`config.mk`:
```
export PLATFORM = sky130hd
export DESIGN_NAME = pipeline_control_unit
export DESIGN_NICKNAME = d
export VERILOG_FILES = /design/src/rtl/pipeline_control_unit.sv
export SDC_FILE = /design/constraint.sdc
export NUM_CORES = 1
export LEC_CHECK = 0
export CAP_MARGIN = 20
export CORE_MARGIN = 5
export CORE_UTILIZATION = 51
export DETAILED_ROUTE_END_ITERATION = 8
export MAX_ROUTING_LAYER = met4
export PLACE_DENSITY = 0.87
export SYNTH_ARGS = -nofsm -noshare
export SYNTH_HDL_FRONTEND = slang
export SYNTH_SLANG_ARGS = --single-unit
export TNS_END_PERCENT = 1
```
`constraint.sdc`:
```
create_clock -name clk -period 5.1 [get_ports clk]
set_input_delay 0.765 -clock clk [delete_from_list [all_inputs] [get_ports clk]]
set_output_delay 0.765 -clock clk [all_outputs]
set_load 0.02 [all_outputs]
```
`src/rtl/pipeline_control_unit.sv`:
```
// Pipeline hazard/flow controller: load-use stalls, branch flushes, halt drain
// and debug single-step, plus a count of cycles in which the PC advanced.
module pipeline_control_unit #(
  parameter int NB           = 5,
  parameter int DRAIN_CYCLES = 4
) (
  input  logic          clk,
  input  logic          reset,
  input  logic          mem_read_2_3,
  input  logic [NB-1:0] rt_2_3,
  input  logic [NB-1:0] rs_1_2,
  input  logic [NB-1:0] rt_1_2,
  input  logic          branch_taken,
  input  logic          halt_decoded,
  input  logic          step_mode,
  input  logic          step_req,
  output logic          pc_enable,
  output logic          if_id_write,
  output logic          flush_if_id,
  output logic          flush_id_ex,
  output logic          flush_ex_mem,
  output logic          halted,
  output logic [31:0]   cycle_count,
  output logic [1:0]    state_dbg
);

  localparam logic [1:0] RUN       = 2'd0;
  localparam logic [1:0] STEP_WAIT = 2'd1;
  localparam logic [1:0] DRAIN     = 2'd2;
  localparam logic [1:0] HALTED    = 2'd3;

  localparam logic [3:0] DRAIN_LOAD = 4'(DRAIN_CYCLES);

  logic [1:0]  state_q, state_d;
  logic [3:0]  drain_q, drain_d;
  logic        step_prev_q;
  logic [31:0] cycle_q;
  logic        load_use;
  logic        step_rise;
  logic        apply_run;

  assign load_use  = mem_read_2_3 & (rt_2_3 != '0) &
                     ((rt_2_3 == rs_1_2) | (rt_2_3 == rt_1_2));
  // step_req is a level; one step is granted per rising edge while step_mode=1.
  assign step_rise = step_req & ~step_prev_q;

  always_comb begin
    pc_enable    = 1'b0;
    if_id_write  = 1'b0;
    flush_if_id  = 1'b0;
    flush_id_ex  = 1'b0;
    flush_ex_mem = 1'b0;
    state_d      = state_q;
    drain_d      = drain_q;
    apply_run    = 1'b0;

    case (state_q)
      RUN: begin
        if (step_mode && !step_rise) state_d = STEP_WAIT;
        else                         apply_run = 1'b1;
      end
      STEP_WAIT: begin
        if (!step_mode)     state_d = RUN;
        else if (step_rise) apply_run = 1'b1;
      end
      DRAIN: begin
        flush_if_id = 1'b1;
        drain_d     = drain_q - 4'd1;
        if (drain_q <= 4'd1) state_d = HALTED;
      end
      default: begin
        state_d = HALTED;
      end
    endcase

    // Normal flow rules; branch outranks halt, halt outranks the load-use stall.
    if (apply_run) begin
      if (branch_taken) begin
        pc_enable    = 1'b1;
        if_id_write  = 1'b1;
        flush_if_id  = 1'b1;
        flush_id_ex  = 1'b1;
        flush_ex_mem = 1'b1;
      end else if (halt_decoded) begin
        flush_if_id = 1'b1;
        drain_d     = DRAIN_LOAD;
      end else if (load_use) begin
        flush_id_ex = 1'b1;
      end else begin
        pc_enable   = 1'b1;
        if_id_write = 1'b1;
      end
      if (!branch_taken && halt_decoded) state_d = DRAIN;
      else if (step_mode)                state_d = STEP_WAIT;
      else                               state_d = RUN;
    end
  end

  always_ff @(posedge clk) begin
    if (!reset) begin
      state_q     <= RUN;
      drain_q     <= 4'd0;
      step_prev_q <= 1'b0;
      cycle_q     <= 32'd0;
    end else begin
      state_q     <= state_d;
      drain_q     <= drain_d;
      step_prev_q <= step_req;
      if (pc_enable) cycle_q <= cycle_q + 32'd1;
    end
  end

  assign halted      = (state_q == HALTED);
  assign cycle_count = cycle_q;
  assign state_dbg   = state_q;

endmodule

```
* Word level (Yosys, flattened, before mapping)
Cells that the tools add are included.
W data, S select, Z words.
** Word-level totals
- Register bits after elaboration :: 39
- Input bits :: 22
- Output and inout bits :: 40
- Word-level logic and storage cells :: 56
** Cells by class
- Muxes and demuxes :: 29
- Add/subtract/negate cells :: 2
- Order comparisons :: 1
- Bitwise logic cells :: 5
- Equal/unequal tests :: 8
- Reduce and logical (&&, ||, !) cells :: 7
** Operators with widths (count)
- $add A32 B1 Y32 const B :: 1
- $mux W1 :: 18
- $mux W4 :: 4
- $eq A5 B5 Y1 :: 2
- $mux W2 :: 5
- $ne A3 B3 Y1 const B :: 3
- $pmux W2 S3 :: 1
- $reduce_bool A5 Y1 :: 1
- $eq A2 B2 Y1 const B :: 2
- $le A4 B1 Y1 const B :: 1
- $sub A4 B1 Y4 const B :: 1
- $and A1 B1 Y1 :: 3
- $reduce_and A3 Y1 :: 1
- $eq A2 B1 Y1 const B :: 1
- $logic_and A1 B1 Y1 :: 2
- $logic_not A1 Y1 :: 2
- $logic_not A2 Y1 :: 1
- $pmux W1 S2 :: 1
- $not A1 Y1 :: 1
- $or A1 B1 Y1 :: 1

* Longest topological paths before layout
Gate-level depths: netlist of the first run.
- Depth after elaboration :: 8
- Mapped depth :: 9
- Mapped depth without buffers :: 6

* Worst setup path before layout of the first run
No wires, ideal clock.
- Path kind :: input -> output
- Start :: in rt_2_3[1]
- End :: out pc_enable
- Arrival :: 2.420 ns
- Cell stages on the path :: 9
- Setup slack :: 1.915 ns
- Cells stage by stage :: or4_1 o21ai_2 or2_1 buf_6 o21ai_4 buf_6 clkbuf_1 inv_1 buf_4
** Between the ends
- Cells in the longest elaborated chain, start to end :: 7
** Ends and longest elaborated chain
- start: declaration :: RTL line 10 : input logic [NB-1:0] rt_2_3,
- $eq A5 B5 Y1 or $reduce_bool A5 Y1 (tied branches) :: RTL line 43, 42
- $or A1 B1 Y1 or $and A1 B1 Y1 (tied branches) :: RTL line 43, 42
- $and A1 B1 Y1 (*) :: RTL line 42 : assign load_use = mem_read_2_3 & (rt_2_3 != '0) &
- $mux W1 (*) (4 in a row)
- end: declaration :: RTL line 17 : output logic pc_enable,
Mark *: on every way between the ends. The rest lies on a longest branch, timed or not.

* Final worst setup path of the first run
- Start :: in rt_2_3[1]
- End :: out pc_enable
** Between the ends
- Cells in the longest elaborated chain, start to end :: 7
** Ends and longest elaborated chain
- $eq A5 B5 Y1 or $reduce_bool A5 Y1 (tied branches) :: RTL line 43, 42
- $or A1 B1 Y1 or $and A1 B1 Y1 (tied branches) :: RTL line 43, 42
- $and A1 B1 Y1 (*) :: RTL line 42
- $mux W1 (*) :: RTL line 87 : end else if (load_use) begin
- $mux W1 (*) :: RTL line 84 : end else if (halt_decoded) begin
- $mux W1 (*) :: RTL line 78 : if (branch_taken) begin
- $mux W1 (*) :: RTL line 77 : if (apply_run) begin
Marked as above.

==> summary.md, run 1 <==
| Metric | Value |
|---|---|
| FILL cells | 328 |
| Post-Syn Instances | 254 |
| Worst vdd ir | 0.128 mV |
| WS Path Type | input pin to output port |
| Initial DRC count | 159 |
| Vias in the first global route | 1983 |
| Routed wire per std cell | 14.1 um |
| Layout area overhead | 33.9% |
| Synth cell types | 43 |
| Total Routing Usage GR | 20.1% |
| Via count | 2064 |
| RSZ-0062 raised after global routing | no |
| GPL Wtd Cong | 0.792 |
| CTS Buf Count | 5 |
| Max Clock Skew | 0.00668 ns |
| Post-synth EDFFs | 0 |
| Family with the most delay on the worst path | buffers and inverters |
| Setup TNS Final | 0 ns |
| CTS resizes | 0 |
| Post-CTS setup buffers | 0 |
| Vias per inst | 5.72 |
| Critical Path Sink | pc_enable |
| Placed cell area | 2760 um2 |
| YS warnings | 0 |
| DP Worst Slack | 1.10 ns |
| Seq/Total Area, Yosys | 36.4% |
| Yosys reg bits | 39 |
| DRC errors left | 0 |
| Worst-Skew Late Latency | 0.29 ns |
| Reg2reg start | cycle_count[2] |
| Post-synth ARST share | 0% |
| # nets final | 335 |
| Hold Path Origin | cycle_count[24] |
| Syn_nets | 279 |
| Antenna violations before repair | 0 |
| Die width | 74.9 um |
| Largest net degree at the start of global routing | 29 |
| Top FF cell, synth | dfxtp_1 |
| H-tree depth | 2 |
| MaxCap Viol Count | 0 |
| Share of layout cells above drive strength 1 | 4.82% |
| Router iterations before antenna repair | 4 |
| Final-report hold violation count | 0 |
| Clock-pin slew on the worst setup and hold paths | 0.08 ns |
| Clock sink count | 39 |
| Die ar. | 5600 um2 |
| CTS tree | done |
| First-pass GRT wire length | 8640 um |
| Slew margin rel. | 46.8% |
| Crit start category | input pin |
| Final setup vio count | 0 |
| CP required | 4.34 ns |
| CP max stage delay | 0.61 ns |
| Routed WL | 5100 um |
| Most common cell after layout, fill and taps aside | clkdlybuf4s50_1 |
| Pleak | 0.966 nW |
| Most used cell, CP | clkdlybuf4s50_1 |
| Hold_buf cts | 0 |
| RR Endpoint | cycle_count[29] |
| Number of cells on the critical path | 7 |
| Chip height | 74.9 um |
| Final Max Slew Viols | 0 |
| Most frequent cells in the layout | 61 x clkdlybuf4s50_1, 39 x dfxtp_1, 19 x a21oi_1 |
| Max Freq | 0.250 GHz |
| Worst R2R Path Depth | 6 |
| Maximum root-to-sink buffer count | 2 |
| Crit-path max FO | 28 |
| FF-to-FF setup slack | 2.77 ns |
| Buffers & Inverters on Critical Path | 3 |
| Ant. Diodes | 0 |
| Core area | 4030 um2 |
| GRT overflow | 0 |
| CP arrival | 3.24 ns |
| Cell row count | 23 |
| P per Cell Area | 239 nW/um2 |
| Root Buffer | clkbuf_8 |
| Final setup slack of the worst path | 1.09 ns |
| Synth Cell Area | 2150 um2 |
| Total Power | 0.000687 W |
| DP HPWL | 3710 um |
| Slowest-stage cell, CP | clkdlybuf4s50_1 |
| Worst-margin pin slew | 0.797 ns |
| Type of the worst min-delay path | flop to flop |
| ANT nets after route | 0 |
| Port bufs | 61 |
| Final Instance Area | 2870 um2 |
| Status | finished, final reports clean |
| Final Critical Period | 4.01 ns |
| Final worst-path cycle share | 78.6% |
| CP Capture Type | output port |
| Hold Worst Slack | 0.483 ns |
| Critical path cell sequence | clkdlybuf4s50_1, or4_1, o21ai_2, or2_1, o21ai_4, inv_1, clkdlybuf4s50_1 |
| Syn avg cell area | 8.45 um2 |
| Setup crit start | rt_2_3[1] |
| I/O pin total | 62 |
| Initial Utilization | 53.3% |
## metrics by stage
| stage | utilization, % | instances |
|---|---|---|
| after floorplan | - | 254 |
| after detailed placement | 68.4 | 353 |
| final | 71.3 | 361 |
| after global placement | 68.4 | 353 |
| after CTS | 71.3 | 361 |
| after global routing | 71.3 | 361 |
## cells by family after synthesis
| logic type | share of synthesized area (%) |
|---|---|
| AO/OA/AOI/OAI | 18.1 |
| multiplexers | 1.87 |
| adder cells (fa/ha/maj) | 1.75 |
| XOR/XNOR | 8.98 |
| buffers and inverters | 4.84 |
| AND/OR/NAND/NOR | 28.0 |
| flip-flops | 36.4 |
## tightest hold or removal path, delay by kind of cell (launching register included)
kind          cells  cell delay (ns)
flops             1             0.33
mux               1             0.05
simple gates      1             0.06
## flip-flops by register name (all words and copies together), names as in the netlist
signal	flops
cycle_count	32
state_dbg	2
step_prev_q	1
drain_q	4
## report_power, final
group,total (W),internal (W),switching (W)
combinational,0.000102,0.0000486,0.0000538
sequential,0.000320,0.000311,0.00000883
clock,0.000265,0.000158,0.000107
total,0.000687,0.000518,0.000170
## worst min path at each step
stage | end | slack [ns] | cells after the start
after floorplan | drain_q[1] | 0.48 | 2
after global placement | cycle_count[31] | 0.47 | 2
after detailed placement | cycle_count[24] | 0.48 | 2
after CTS | cycle_count[24] | 0.49 | 2
after global routing | cycle_count[30] | 0.51 | 2
final | cycle_count[24] | 0.48 | 2
## metal layers
metal  vias up  global-route usage (%)  share of wire [%]
li1       1032                       -                  -
met1       960                    24.7                 43
met2        65                    34.3                 49
met3         7                    3.07                6.5
met4         0                    5.34                1.2
met5         -                       -                  0
## layout make-up
class / count / area, um2 / area share, %
multi-input cells: 193 / 1260 / 43.9
clock inverters: 2 / 35.0 / 1.22
inverters: 9 / 33.8 / 1.18
well taps: 50 / 62.6 / 2.18
repair buffers: 62 / 618 / 21.5
clock buffers: 6 / 82.6 / 2.87
flip-flops and latches: 39 / 781 / 27.2
## cell usage after synthesis, types with 5 or more instances
master,instances,area share [%]
a21oi_1,19,4.4
and2_1,9,2.6
clkbuf_1,7,1.2
dfxtp_1,39,36
inv_1,9,1.6
nand2_1,16,2.8
nand2b_1,8,2.3
nand3_1,12,2.8
nor2_1,16,2.8
nor3_1,6,1.4
o21ai_0,15,3.5
o31ai_1,5,1.7
or3_1,11,3.2
or4_1,6,2.1
xnor2_1,6,2.4
xor2_1,16,6.5
(Power assumes the default switching activity.)
==> run 2, diff against run 1 <==
- CORE_UTILIZATION: 51 -> 43
- PLACE_DENSITY: 0.87 -> 0.78
- clock period: 5.1 -> 3.6 ns (I/O delays scaled with it)
==> summary.md, run 2 (synthesis gave the netlist of run 1 again) <==
| Metric | Value |
|---|---|
| H-tree depth | 2 (unchanged) |
| Hold Crit Endpoint | cycle_count[31] |
| Vias in the first global route | 1968 (-0.76%) |
| Final-report hold violation count | 0 (unchanged) |
| Vias per inst | 5.40 (-5.6%) |
| DP HPWL | 3890 um (+4.9%) |
| Final Critical Period | 3.17 ns |
| Worst Hold Depth | 2 (unchanged) |
| Final worst-path cycle share | 88.1% |
| Die ar. | 6500 um2 (+16%) |
| Initial DRC count | 89 (-44%) |
| Most used cell, CP | clkdlybuf4s50_1 |
| Via count | 2061 (-0.15%) |
| Port bufs | 61 (unchanged) |
| Hold_buf cts | 0 (unchanged) |
| RR Endpoint | cycle_count[29] |
| CP arrival | 2.63 ns (-0.61 ns) |
| Chip height | 80.6 um (+7.7%) |
| Max Clock Skew | 0.00351 ns (-0.00316 ns) |
| Final setup vio count | 0 (unchanged) |
| DRC errors left | 0 (unchanged) |
| Die width | 80.6 um (+7.7%) |
| Cell row count | 25 (+8.7%) |
| Type of the worst min-delay path | flop to flop |
| Post-CTS setup buffers | 0 (unchanged) |
| Root Buffer | clkbuf_8 |
| Clock sink count | 39 (unchanged) |
| CP Capture Type | output port |
| WS Path Type | input pin to output port |
| Pleak | 0.975 nW (+0.94%) |
| Max Freq | 0.315 GHz |
| First-pass GRT wire length | 8860 um (+2.6%) |
| CTS resizes | 0 (unchanged) |
| Worst R2R Path Depth | 6 (unchanged) |
| Worst-Skew Late Latency | 0.28 ns (about the same) |
| Router iterations before antenna repair | 4 (unchanged) |
| Worst vdd ir | 0.214 mV (+67%) |
| CTS tree | done |
| Total Routing Usage GR | 17.3% (-2.8 points) |
| Setup TNS Final | 0 ns (unchanged) |
| Layout area overhead | 35.5% |
| Critical path cell sequence | clkdlybuf4s50_1, or4_1, o21ai_2, or2_1, o21ai_4, inv_1, clkdlybuf4s50_1 |
| Largest net degree at the start of global routing | 28 (-3.4%) |
| # nets final | 339 (+1.2%) |
| Reg2reg start | cycle_count[2] |
| Most common cell after layout, fill and taps aside | clkdlybuf4s50_1 |
| P per Cell Area | 318 nW/um2 (+33%) |
| Routed WL | 5110 um (+0.24%) |
| Antenna violations before repair | 0 (unchanged) |
| Core area | 4790 um2 (+19%) |
| Crit-path max FO | 3 (-89%) |
| GRT overflow | 0 (unchanged) |
| Routed wire per std cell | 13.4 um (-5.3%) |
| GPL Wtd Cong | 0.784 (-1.0%) |
| ANT nets after route | 0 (unchanged) |
| FF-to-FF setup slack | 1.32 ns (-1.45 ns) |
| Ant. Diodes | 0 (unchanged) |
| Fin util | 60.8% (-11 points) |
| RSZ-0062 raised after global routing | no |
| Share of layout cells above drive strength 1 | 5.71% (+0.89 points) |
| Slew margin rel. | 45.6% (-1.2 points) |
| Clock-pin slew on the worst setup and hold paths | 0.07 ns (about the same) |
| Most frequent cells in the layout | 61 x clkdlybuf4s50_1, 39 x dfxtp_1, 19 x a21oi_1 |
| Slowest-stage cell, CP | clkdlybuf4s50_1 |
| CP required | 3.06 ns (-1.28 ns) |
| Worst-margin pin slew | 0.816 ns (+0.0187 ns) |
| CTS Buf Count | 5 (unchanged) |
| CP max stage delay | 0.60 ns (about the same) |
| Maximum root-to-sink buffer count | 2 (unchanged) |
| I/O pin total | 62 (unchanged) |
| Final Max Slew Viols | 0 (unchanged) |
| Crit start category | input pin |
| Hold Path Origin | cycle_count[31] |
| Max reg flops | 32 (unchanged) |
| Status | finished, final reports clean |
| Initial Utilization | 44.8% (-8.4 points) |
| MaxCap Viol Count | 0 (unchanged) |
run 2: cell count changes in the layout (fill, tap and decap cells not counted):
cell	change
buf_4	+4
clkbuf_8	+1
clkbuf_1	+1
bufinv_16	-1
clkinv_2	-1
run 2: final cells by class:
cell class | instances | area, um2
Clock buffer | 8 | 100
Fill cell | 447 | 1880
Inverter | 9 | 33.8
Multi-Input combinational cell | 193 | 1260
Sequential cell | 39 | 781
Tap cell | 67 | 83.8
Timing Repair Buffer | 66 | 648
run 2: critical path: cells and delay by family:
family | cells | cell delay (ns)
buffers and inverters | 3 | 1.16
AND/OR/NAND/NOR | 2 | 0.73
AO/OA/AOI/OAI | 2 | 0.21
run 2: per-layer routing:
layer | GRT usage [%] | routed length (um)
met1 | 21.8 | 2370
met2 | 28.7 | 2380
met3 | 4.15 | 330
met4 | 3.04 | 23
met5 | - | 0
run 2: how the worst max path moves through the flow:
stage                     startpoint          end  slack, ns  depth (start not counted)
after CTS                  rt_2_3[1]  if_id_write       0.40                          7
after detailed placement   rt_2_3[1]  if_id_write       0.40                          7
final                      rt_2_3[1]  if_id_write       0.43                          7
after global placement     rt_2_3[1]    pc_enable       0.44                          7
after global routing       rt_2_3[1]    pc_enable       0.32                          7
after floorplan            rt_2_3[1]    pc_enable       0.86                          9
run 2: power breakdown:
group          internal (W)  switching (W)  total, W
combinational     0.0000726      0.0000788  0.000151
clock              0.000175       0.000145  0.000320
sequential         0.000440      0.0000124  0.000453
run 2: through the flow:
| stage | setup slack [ns] | hold slack (ns) | total power, W | std cells | instance area (um2) |
|---|---|---|---|---|---|
| 5_1_grt | 0.316 | 0.510 | 0.000966 | 382 | 2910 |
| 2_1_floorplan | 0.865 | 0.484 | 0.000548 | 254 | 2150 |
| 3_3_place_gp | 0.436 | 0.468 | 0.000611 | 374 | 2810 |
| 3_5_place_dp | 0.405 | 0.480 | 0.000614 | 374 | 2810 |
| 4_1_cts | 0.405 | 0.490 | 0.000930 | 382 | 2910 |
| 6_report | 0.428 | 0.487 | 0.000924 | 382 | 2910 |
